## src/rtl/stream_sum_acc.sv

```systemverilog
// -----------------------------------------------------------------------------
// stream_sum_acc
//
// Packet accumulator. Operands arrive one per accepted beat over a valid/ready
// handshake and are summed into a single result per packet. A packet ends on
// a beat with in_last set, or on the beat that brings the operand count up to
// MAX_LEN. The sum, the operand count and a sticky overflow flag are then
// offered over a valid/ready output handshake. Wrap or saturating arithmetic,
// and signed or unsigned interpretation, are fixed at elaboration.
//
// The block alternates between two states:
//   ACCUM : accepting operands     (in_ready = 1, out_valid = 0)
//   DONE  : presenting the result  (in_ready = 0, out_valid = 1)
// Both handshake outputs come from flops, so there is no combinational path
// from in_valid or out_ready to in_ready or out_valid.
//
// Parameters:
//   WIDTH    operand and sum width, 2..64
//   MAX_LEN  maximum operands per packet, 1..255
//   SATURATE 0 = wrap modulo 2^WIDTH, 1 = clamp on every addition
//   SIGNED   0 = unsigned operands, 1 = two's-complement signed operands
//   CNT_W    derived width of the operand count; leave at its default
//
// Ports:
//   clk           rising-edge clock
//   rst_n         asynchronous active-low reset
//   in_valid      operand valid
//   in_ready      block can accept an operand this cycle
//   in_data       operand
//   in_last       final operand of the packet (looked at on accepted beats only)
//   out_valid     result valid
//   out_ready     consumer accepts the result
//   out_data      packet sum
//   out_count     number of operands in the packet
//   out_overflow  at least one addition in the packet wrapped or clamped
// -----------------------------------------------------------------------------
module stream_sum_acc #(
    parameter int WIDTH    = 32,
    parameter int MAX_LEN  = 16,
    parameter bit SATURATE = 1'b0,
    parameter bit SIGNED   = 1'b0,
    parameter int CNT_W    = $clog2(MAX_LEN + 1)
) (
    input  logic             clk,
    input  logic             rst_n,

    input  logic             in_valid,
    output logic             in_ready,
    input  logic [WIDTH-1:0] in_data,
    input  logic             in_last,

    output logic             out_valid,
    input  logic             out_ready,
    output logic [WIDTH-1:0] out_data,
    output logic [CNT_W-1:0] out_count,
    output logic             out_overflow
);

    // -------------------------------------------------------------------------
    // Constants
    // -------------------------------------------------------------------------
    localparam logic [CNT_W-1:0] MAX_CNT = CNT_W'(MAX_LEN);
    localparam logic [CNT_W-1:0] CNT_ONE = CNT_W'(1);

    // Saturation bounds for each interpretation.
    localparam logic [WIDTH-1:0] U_MAX = {WIDTH{1'b1}};
    localparam logic [WIDTH-1:0] S_MAX = {1'b0, {(WIDTH-1){1'b1}}};
    localparam logic [WIDTH-1:0] S_MIN = {1'b1, {(WIDTH-1){1'b0}}};

    typedef enum logic [0:0] {
        ACCUM = 1'b0,
        DONE  = 1'b1
    } state_t;

    // -------------------------------------------------------------------------
    // State
    // -------------------------------------------------------------------------
    state_t             state_q, state_d;
    logic               in_ready_q;

    logic [WIDTH-1:0]   acc_q;
    logic [CNT_W-1:0]   count_q;
    logic               ovf_q;

    logic [WIDTH-1:0]   out_data_q;
    logic [CNT_W-1:0]   out_count_q;
    logic               out_ovf_q;

    // -------------------------------------------------------------------------
    // Handshake decode
    // -------------------------------------------------------------------------
    logic               accept;     // operand taken on this edge
    logic [CNT_W-1:0]   count_inc;  // count including the current beat
    logic               end_beat;   // accepted beat closes the packet
    logic               out_fire;   // result taken on this edge

    assign accept    = in_valid & in_ready_q;
    assign count_inc = count_q + CNT_ONE;
    assign end_beat  = accept & (in_last | (count_inc == MAX_CNT));
    assign out_fire  = (state_q == DONE) & out_ready;

    // -------------------------------------------------------------------------
    // One accumulation step: acc_q (+) in_data, evaluated at WIDTH+1 bits.
    // -------------------------------------------------------------------------
    logic [WIDTH:0]     sum_ext;
    logic [WIDTH-1:0]   sum_wrap;
    logic [WIDTH-1:0]   sat_bound;
    logic               step_ovf;
    logic [WIDTH-1:0]   step_result;

    // NOTE: every signal assigned in this block gets a value on every path
    // (defaults first), otherwise synthesis infers a latch to hold it.
    always_comb begin
        sum_ext     = '0;
        sum_wrap    = '0;
        sat_bound   = U_MAX;
        step_ovf    = 1'b0;
        step_result = '0;

        if (SIGNED) begin
            // Sign-extend both operands so bit WIDTH is the true sign.
            sum_ext  = {acc_q[WIDTH-1], acc_q} + {in_data[WIDTH-1], in_data};
            sum_wrap = sum_ext[WIDTH-1:0];
            // Overflow: operands agree in sign, the truncated result does not.
            step_ovf = (acc_q[WIDTH-1] == in_data[WIDTH-1]) &&
                       (sum_wrap[WIDTH-1] != acc_q[WIDTH-1]);
            // Both operands share acc_q's sign when overflowing, so it picks
            // the direction of the clamp.
            sat_bound = acc_q[WIDTH-1] ? S_MIN : S_MAX;
        end else begin
            sum_ext   = {1'b0, acc_q} + {1'b0, in_data};
            sum_wrap  = sum_ext[WIDTH-1:0];
            step_ovf  = sum_ext[WIDTH];
            sat_bound = U_MAX;
        end

        // Clamping per step lets a later operand bring the sum back in range.
        if (SATURATE && step_ovf) begin
            step_result = sat_bound;
        end else begin
            step_result = sum_wrap;
        end
    end

    // -------------------------------------------------------------------------
    // FSM next state
    // -------------------------------------------------------------------------
    always_comb begin
        state_d = state_q;
        unique case (state_q)
            ACCUM: begin
                if (end_beat) begin
                    state_d = DONE;
                end
            end
            DONE: begin
                if (out_fire) begin
                    state_d = ACCUM;
                end
            end
            default: begin
                state_d = ACCUM;
            end
        endcase
    end

    // -------------------------------------------------------------------------
    // FSM state register and registered in_ready
    // -------------------------------------------------------------------------
    // NOTE: sequential state uses non-blocking assignments so every flop
    // samples pre-edge values regardless of block ordering.
    always_ff @(posedge clk or negedge rst_n) begin
        if (!rst_n) begin
            state_q    <= ACCUM;
            // Held low through reset; rises on the first edge afterwards.
            in_ready_q <= 1'b0;
        end else begin
            state_q    <= state_d;
            // Follows the next state so in_ready rises the cycle after the
            // result is taken, never in the same cycle as out_ready.
            in_ready_q <= (state_d == ACCUM);
        end
    end

    // -------------------------------------------------------------------------
    // Running accumulator
    // -------------------------------------------------------------------------
    // NOTE: this is plain datapath, but it is reset anyway: a reset in the
    // middle of a packet must discard the partial sum, not carry it over.
    always_ff @(posedge clk or negedge rst_n) begin
        if (!rst_n) begin
            acc_q   <= '0;
            count_q <= '0;
            ovf_q   <= 1'b0;
        end else if (accept) begin
            acc_q   <= step_result;
            count_q <= count_inc;
            ovf_q   <= ovf_q | step_ovf;
        end else if (out_fire) begin
            acc_q   <= '0;
            count_q <= '0;
            ovf_q   <= 1'b0;
        end
    end

    // -------------------------------------------------------------------------
    // Result registers
    // -------------------------------------------------------------------------
    // Loaded from the closing beat directly, so the result is visible one
    // cycle after that beat. They keep their value after the handshake; only
    // the running accumulator is cleared.
    always_ff @(posedge clk or negedge rst_n) begin
        if (!rst_n) begin
            out_data_q  <= '0;
            out_count_q <= '0;
            out_ovf_q   <= 1'b0;
        end else if (end_beat) begin
            out_data_q  <= step_result;
            out_count_q <= count_inc;
            out_ovf_q   <= ovf_q | step_ovf;
        end
    end

    // -------------------------------------------------------------------------
    // Outputs
    // -------------------------------------------------------------------------
    assign in_ready     = in_ready_q;
    assign out_valid    = (state_q == DONE);
    assign out_data     = out_data_q;
    assign out_count    = out_count_q;
    assign out_overflow = out_ovf_q;

endmodule

```

## config.mk

```make
export PLATFORM = sky130hd
export DESIGN_NAME = stream_sum_acc
export DESIGN_NICKNAME = d
export VERILOG_FILES = /design/src/rtl/stream_sum_acc.sv
export SDC_FILE = /design/constraint.sdc
export NUM_CORES = 1
export LEC_CHECK = 0
export ABC_AREA = 0
export CAP_MARGIN = 25
export CORE_MARGIN = 2
export CORE_UTILIZATION = 28
export CTS_BUF_LIST = sky130_fd_sc_hd__clkbuf_4 sky130_fd_sc_hd__clkbuf_8
export CTS_CLUSTER_DIAMETER = 40
export DETAILED_ROUTE_END_ITERATION = 10
export PLACE_DENSITY = 0.58
export SYNTH_ARGS = -nofsm -noshare
export SYNTH_HDL_FRONTEND = slang
export SYNTH_SLANG_ARGS = --single-unit
```

## constraint.sdc

```tcl
create_clock -name clk -period 5.7 [get_ports clk]
set_clock_uncertainty 0.05 [all_clocks]
set_input_delay 0.57 -clock clk [delete_from_list [all_inputs] [get_ports clk]]
set_output_delay 0.57 -clock clk [all_outputs]
set_load 0.01 [all_outputs]
```

==> impl_metrics.tcl, run 1 <==
set metrics [dict create \
    synth_area_leaders "dfrtp_1 41%, o21ai_0 9.3%, ha_1 8.8%" \
    boundaryPins 77 \
    period_share 0.5351 \
    endpoint_kind "register" \
    rsz0062_at_grt "false" \
    synth_area_leader_cell "dfrtp_1" \
    synth_edf_count 0 \
    synthArstFlopShare 1.000 \
    cts_buffers 9 \
    fp.dieH_um 135.1 \
    period_minus_slack_ns 3.050 \
    crit_top_cell "o211a_1" \
    h-tree-depth 3 \
    overflow 0 \
    p_leak_nw 2.614 \
    dp_cells 831 \
    syn_inst 557 \
    ant_nets 0 \
    cts_tree "done" \
    ctsResizeCount 0 \
    postCtsSetupRepairBufs 0 \
    critPathSlowestCell "clkdlybuf4s50_1" \
    nets 695 \
    drt-wirelength-per-cell_um 15.81 \
    die_w_um 135.1 \
    cpPeakStageDelay_ns 0.42 \
    finalSetupViolations 0 \
    use_met3 0.03228 \
    cts_sinks 78 \
    rows 47 \
    place_congestion 0.8685 \
    path_max_fanout 4 \
    dp_hpwl_mm 9.910 \
    seq_area_frac_synth 0.4058 \
    crit_type "in2reg" \
    first_pass_iters 6 \
    insertedDiodeCount 0 \
    io_buffers 76 \
    drtIter0Drc 184 \
    grt-busiest-layer "met2" \
    dieArea_mm2 0.01824 \
    grt_use_met1 0.1990 \
    fin_cells 847 \
    relSlewSlack 0.4585 \
    antenna_found_initial 0 \
    yosysWarnings 0 \
    arrival_ns 3.26 \
    slew_viol_final 0 \
    cellPowerDensity_mw_per_mm2 532.8 \
    drive_above_1_share 0.05582 \
    multiInputGateArea_mm2 0.002731 \
    gr-usage-met2 0.2456 \
    num-fill-cells 1790 \
    clk_latency_ns 0.37 \
    via_per_inst 5.068 \
    fmax_mhz 327.8 \
    whs_ns 0.09781 \
    critPathLaunchType "primary input" \
    start_util 0.2880 \
    vias 4293 \
    syn_area_per_cell_um2 8.635 \
    ctsHoldBuffers 0 \
    drc 0 \
    setup_tns_ns 0 \
    root_buffer "clkbuf_8" \
    syn_to_final_growth_pct 24.90 \
    synth_top_area_frac 0.4058 \
    coreArea_mm2 0.01670 \
    post-route-util 0.3597 \
    cts.path.max_buffers 2 \
    peakVddDrop_mv 0.1842 \
    synth-seq-cells 78 \
    synth.distinct_cells 56 \
    hold_viol 0 \
    worstMarginPinSlew_ns 0.8093 \
    netlist_area_mm2 0.004810 \
    grt_pass1_vias 4281 \
    worstPathCellList "clkdlybuf4s50_1, ha_1, fa_1, a21oi_1, o211ai_1, o211a_1, a21boi_2, o211a_1, o21ai_0, mux2_2" \
    routed_wirelength_mm 13.39 \
    regArea_mm2 0.001952 \
    cts.clk_slew.worst_paths_ns 0.08 \
    hold_class "in2async" \
    syn-num-nets 629 \
    grtUsageTotal 0.1492 \
    synth_top_flop_cell "dfrtp_1" \
    outcome "completed" \
    grt_max_degree 79 \
    grt_pass1_wl_mm 21.52 \
    max_cap_viol_count 0 \
    critPathRequiredTime_ns 5.91 \
]
-- flip-flops by register name, summed over array words and instances, names as in the netlist --
name	cells
acc_q	32
out_data	32
count_q	5
out_count	5
in_ready	1
out_overflow	1
out_valid	1
ovf_q	1
-- per-stage QoR --
| step | power (mW) | area [um2] | setup slack (ns) |
|---|---|---|---|
| floorplan | 2.119 | 4810 | 2.963 |
| global placement | 2.725 | 5773 | 2.326 |
| detailed placement | 2.753 | 5773 | 2.282 |
| CTS | 3.227 | 5979 | 2.669 |
| global route | 3.482 | 6007 | 2.472 |
| finish | 3.200 | 6007 | 2.650 |
-- path summary, 6_finish.rpt --
check | start | end | slack [ns] | depth (start not counted)
max in group asynchronous | rst_n | out_data[17] | 4.91 | 2
min in group clk | out_data[17] | out_data[17] | 0.43 | 2
hold / removal | rst_n | out_data[0] | 0.1 | 1
setup / recovery | in_data[0] | out_overflow | 2.65 | 10
setup reg to reg | count_q[0] | out_data[20] | 2.77 | 8
hold reg to reg | out_data[17] | out_data[17] | 0.43 | 2
-- layer usage --
metal,vias up,routed length [um]
met4,0,182
met5,-,0
met2,102,6150
li1,2121,-
met1,2049,6534
met3,21,522
-- power by group --
group / total [mW] / switching (mW) / internal, mW
combinational: 1.79 / 1.01 / 0.786
clock: 0.460 / 0.213 / 0.247
sequential: 0.946 / 0.151 / 0.794
-- area by class of cell --
class / count / area share
Multi-Input combinational cell: 445 / 0.4547
Sequential cell: 78 / 0.3249
Timing Repair Buffer: 80 / 0.1346
Tap cell: 220 / 0.04582
Clock buffer: 10 / 0.02187
Clock inverter: 5 / 0.01250
Inverter: 9 / 0.005624
-- critical path, delay by kind of cell --
family / cells / cell delay, ns
muxes: 1 / 0.29
adders and majority gates: 2 / 0.66
AOI/OAI and AO/OA: 6 / 1.32
buffers and inverters: 1 / 0.42
-- placed cells by master, fill, tap and decap left out, types with 3 or more instances in the layout --
| cell | synthesis | routed |
|---|---|---|
| and2_1 | 3 | 3 |
| xor2_1 | 18 | 18 |
| nand2_1 | 108 | 108 |
| a21o_1 | 11 | 11 |
| a21boi_0 | 3 | 3 |
| nor2_1 | 28 | 28 |
| nand4_1 | 10 | 10 |
| nand3_1 | 10 | 10 |
| clkdlybuf4s50_1 | 0 | 75 |
| o21ai_0 | 89 | 89 |
| clkinv_2 | 0 | 3 |
| a21oi_1 | 43 | 42 |
| buf_4 | 0 | 4 |
| a211oi_1 | 4 | 4 |
| mux2i_1 | 3 | 3 |
| a22o_1 | 4 | 4 |
| nand2b_1 | 5 | 4 |
| nor4_1 | 4 | 4 |
| ha_1 | 34 | 34 |
| clkbuf_8 | 0 | 9 |
| xnor2_1 | 10 | 10 |
| o31ai_1 | 4 | 4 |
| inv_1 | 9 | 9 |
| nor3_1 | 5 | 5 |
| o211ai_1 | 6 | 6 |
| dfrtp_1 | 78 | 78 |
| o21a_1 | 6 | 6 |
| nor2b_1 | 3 | 3 |
-- cell families (layout without fill, tap and decap cells) --
| group | Yosys count | count (layout) | synth area share |
|---|---|---|---|
| fa+ha+maj | 35 | 35 | 0.09261 |
| flops | 78 | 78 | 0.4058 |
| xor+xnor | 28 | 28 | 0.05099 |
| simple gates | 190 | 190 | 0.1779 |
| buf+inv | 34 | 104 | 0.02757 |
| mux | 4 | 4 | 0.008585 |
| compound gates | 188 | 188 | 0.2365 |
-- cells in the mapped netlist (all sizes together) (2+ instances only) --
| library cell | n |
|---|---|
| o211ai | 6 |
| and2 | 3 |
| o31ai | 4 |
| mux2i | 3 |
| buf | 4 |
| a22oi | 2 |
| a22o | 4 |
| nor2 | 28 |
| ha | 34 |
| o21ai | 89 |
| nor4 | 4 |
| nand2 | 108 |
| a31oi | 2 |
| xor2 | 18 |
| nand4 | 11 |
| o21a | 6 |
| nand3 | 10 |
| o211a | 2 |
| or3 | 2 |
| a211oi | 4 |
| or4 | 2 |
| a221oi | 2 |
| xnor2 | 10 |
| nor3b | 2 |
| inv | 9 |
| a21o | 11 |
| a21oi | 44 |
| dfrtp | 78 |
| nor3 | 6 |
| clkbuf | 21 |
| nor2b | 3 |
| a21boi | 4 |
| nand2b | 5 |
Power figures use the tool's default switching activity.
==> run 2: changes to the inputs <==
Clock period 5.7 ns to 2.93 ns, I/O delays scaled along.
==> impl_metrics.tcl, run 2 (synthesis results as in run 1) <==
set metrics [dict create \
    outcome "completed" \
    antenna_found_initial 0 \
    period_share 0.9333 \
    boundaryPins 77 \
    start_util 0.2880 \
    via_per_inst 4.994 \
    setup_tns_ns 0 \
    p_switching_mw 2.765 \
    h-tree-depth 3 \
    worstMarginPinSlew_ns 0.5196 \
    coreArea_mm2 0.01670 \
    cts.path.max_buffers 2 \
    cts_tree "done" \
    critPathLaunchType "register" \
    vias 4405 \
    first_pass_iters 4 \
    finalSetupViolations 0 \
    swShare 0.4125 \
    layout_common_cells "108 x nand2_1, 89 x o21ai_0, 78 x dfrtp_1" \
    ant_nets 0 \
    relSlewSlack 0.6523 \
    syn_to_final_growth_pct 31.48 \
    clk_latency_ns 0.38 \
    ctsHoldBuffers 0 \
    peakVddDrop_mv 0.3980 \
    io_buffers 76 \
    routed_wirelength_mm 13.94 \
    arrival_ns 2.98 \
    dieArea_mm2 0.01824 \
    insertedDiodeCount 0 \
    crit_type "reg2reg" \
    hold_viol 0 \
    rows 47 \
    final_common_cell "nand2_1" \
    rsz0062_at_grt "false" \
    root_buffer "clkbuf_8" \
    fmax_mhz 365.7 \
    place_congestion 0.8462 \
    drtIter0Drc 246 \
    sequentialPowerShare 0.276 \
    cts.clk_slew.worst_paths_ns 0.09 \
    grt_max_degree 79 \
    overflow 0 \
    internal_power_mw 3.940 \
    grt_pass1_vias 4441 \
    max_cap_viol_count 0 \
    nets 729 \
    drive_above_1_share 0.1042 \
    grt_pass1_wl_mm 22.87 \
    cellPowerDensity_mw_per_mm2 1060 \
    fp.dieH_um 135.1 \
    ctsResizeCount 0 \
    slew_viol_final 0 \
    cts_buffers 9 \
    dp_hpwl_mm 10.40 \
    die_w_um 135.1 \
    power.share.combinational 0.559 \
    clkPwrFrac 0.165 \
    drc 0 \
    power_mw 6.705 \
    p_leak_nw 2.799 \
    drt-wirelength-per-cell_um 15.81 \
    grtUsageTotal 0.1595 \
    critPathRequiredTime_ns 3.18 \
    num-fill-cells 1733 \
    period_minus_slack_ns 2.735 \
    path_max_fanout 4 \
    cts_sinks 78 \
    hold_class "in2async" \
    postCtsSetupRepairBufs 0 \
    endpoint_kind "register" \
]
## run 2: changes by cell type in the layout (fill, tap and decap cells not counted)
cell	delta
buf_4	+33
bufinv_16	+2
clkinv_2	-2
clkinv_4	+1
dlygate4sd3_1	+1
## run 2: critical path: stages, from the launching register on
cell,delay (ns)
dfrtp_1,0.40
ha_1,0.22
fa_1,0.42
a21oi_1,0.27
o211ai_1,0.18
o211a_1,0.27
a21boi_2,0.22
buf_4,0.16
o41ai_4,0.10
nor2b_1,0.15
o211ai_1,0.20
## run 2: layout make-up
class / instances / area, um2 / area share
Clock buffer: 10 / 131.4 / 0.02078
Clock inverter: 6 / 133.9 / 0.02117
Inverter: 9 / 33.78 / 0.005342
Multi-Input combinational cell: 445 / 2731 / 0.4319
Sequential cell: 78 / 1952 / 0.3087
Tap cell: 220 / 275.3 / 0.04353
Timing Repair Buffer: 114 / 1066 / 0.1686
## run 2: final timing paths
kind	from	end	slack [ns]	cells after the start
max in group asynchronous	rst_n	acc_q[19]	1.94	3
setup reg to reg	acc_q[0]	out_data[28]	0.20	10
min in group clk	out_count[1]	out_count[1]	0.43	2
hold reg to reg	out_count[1]	out_count[1]	0.43	2
setup / recovery	acc_q[0]	out_data[28]	0.20	10
hold / removal	rst_n	out_count[1]	0.30	2
## run 2: routing by layer
layer  up-vias  wire length [um]  GRT usage
li1       2188                 -          -
met1      2111              6552     0.2092
met2        90              6567     0.2617
met3        16               613    0.03566
met4         0               208    0.05150
met5         -                 0          0
## run 2: stage by stage
stage | instance area [um2] | hold WS, ns | setup WS [ns] | util | std cells
6_report | 6324 | 0.2984 | 0.1954 | 0.3786 | 882
3_3_place_gp | 6021 | 0.4139 | -0.1074 | 0.3605 | 864
5_1_grt | 6324 | 0.3456 | 0.01435 | 0.3786 | 882
3_5_place_dp | 6021 | 0.4155 | -0.1208 | 0.3605 | 864
4_1_cts | 6286 | 0.07237 | 0.1919 | 0.3764 | 880
2_1_floorplan | 4810 | -0.05259 | 0.4102 | - | 557
## run 2: power groups by stage
stage	Sequential [mW]	Clock (mW)	Combinational (mW)
3_3_place_gp	1.85	0	3.68
3_5_place_dp	1.88	0	3.73
5_1_grt	1.91	1.18	4.20
6_report	1.85	1.11	3.75
4_1_cts	1.86	1.13	3.76
2_1_floorplan	1.90	0	2.22
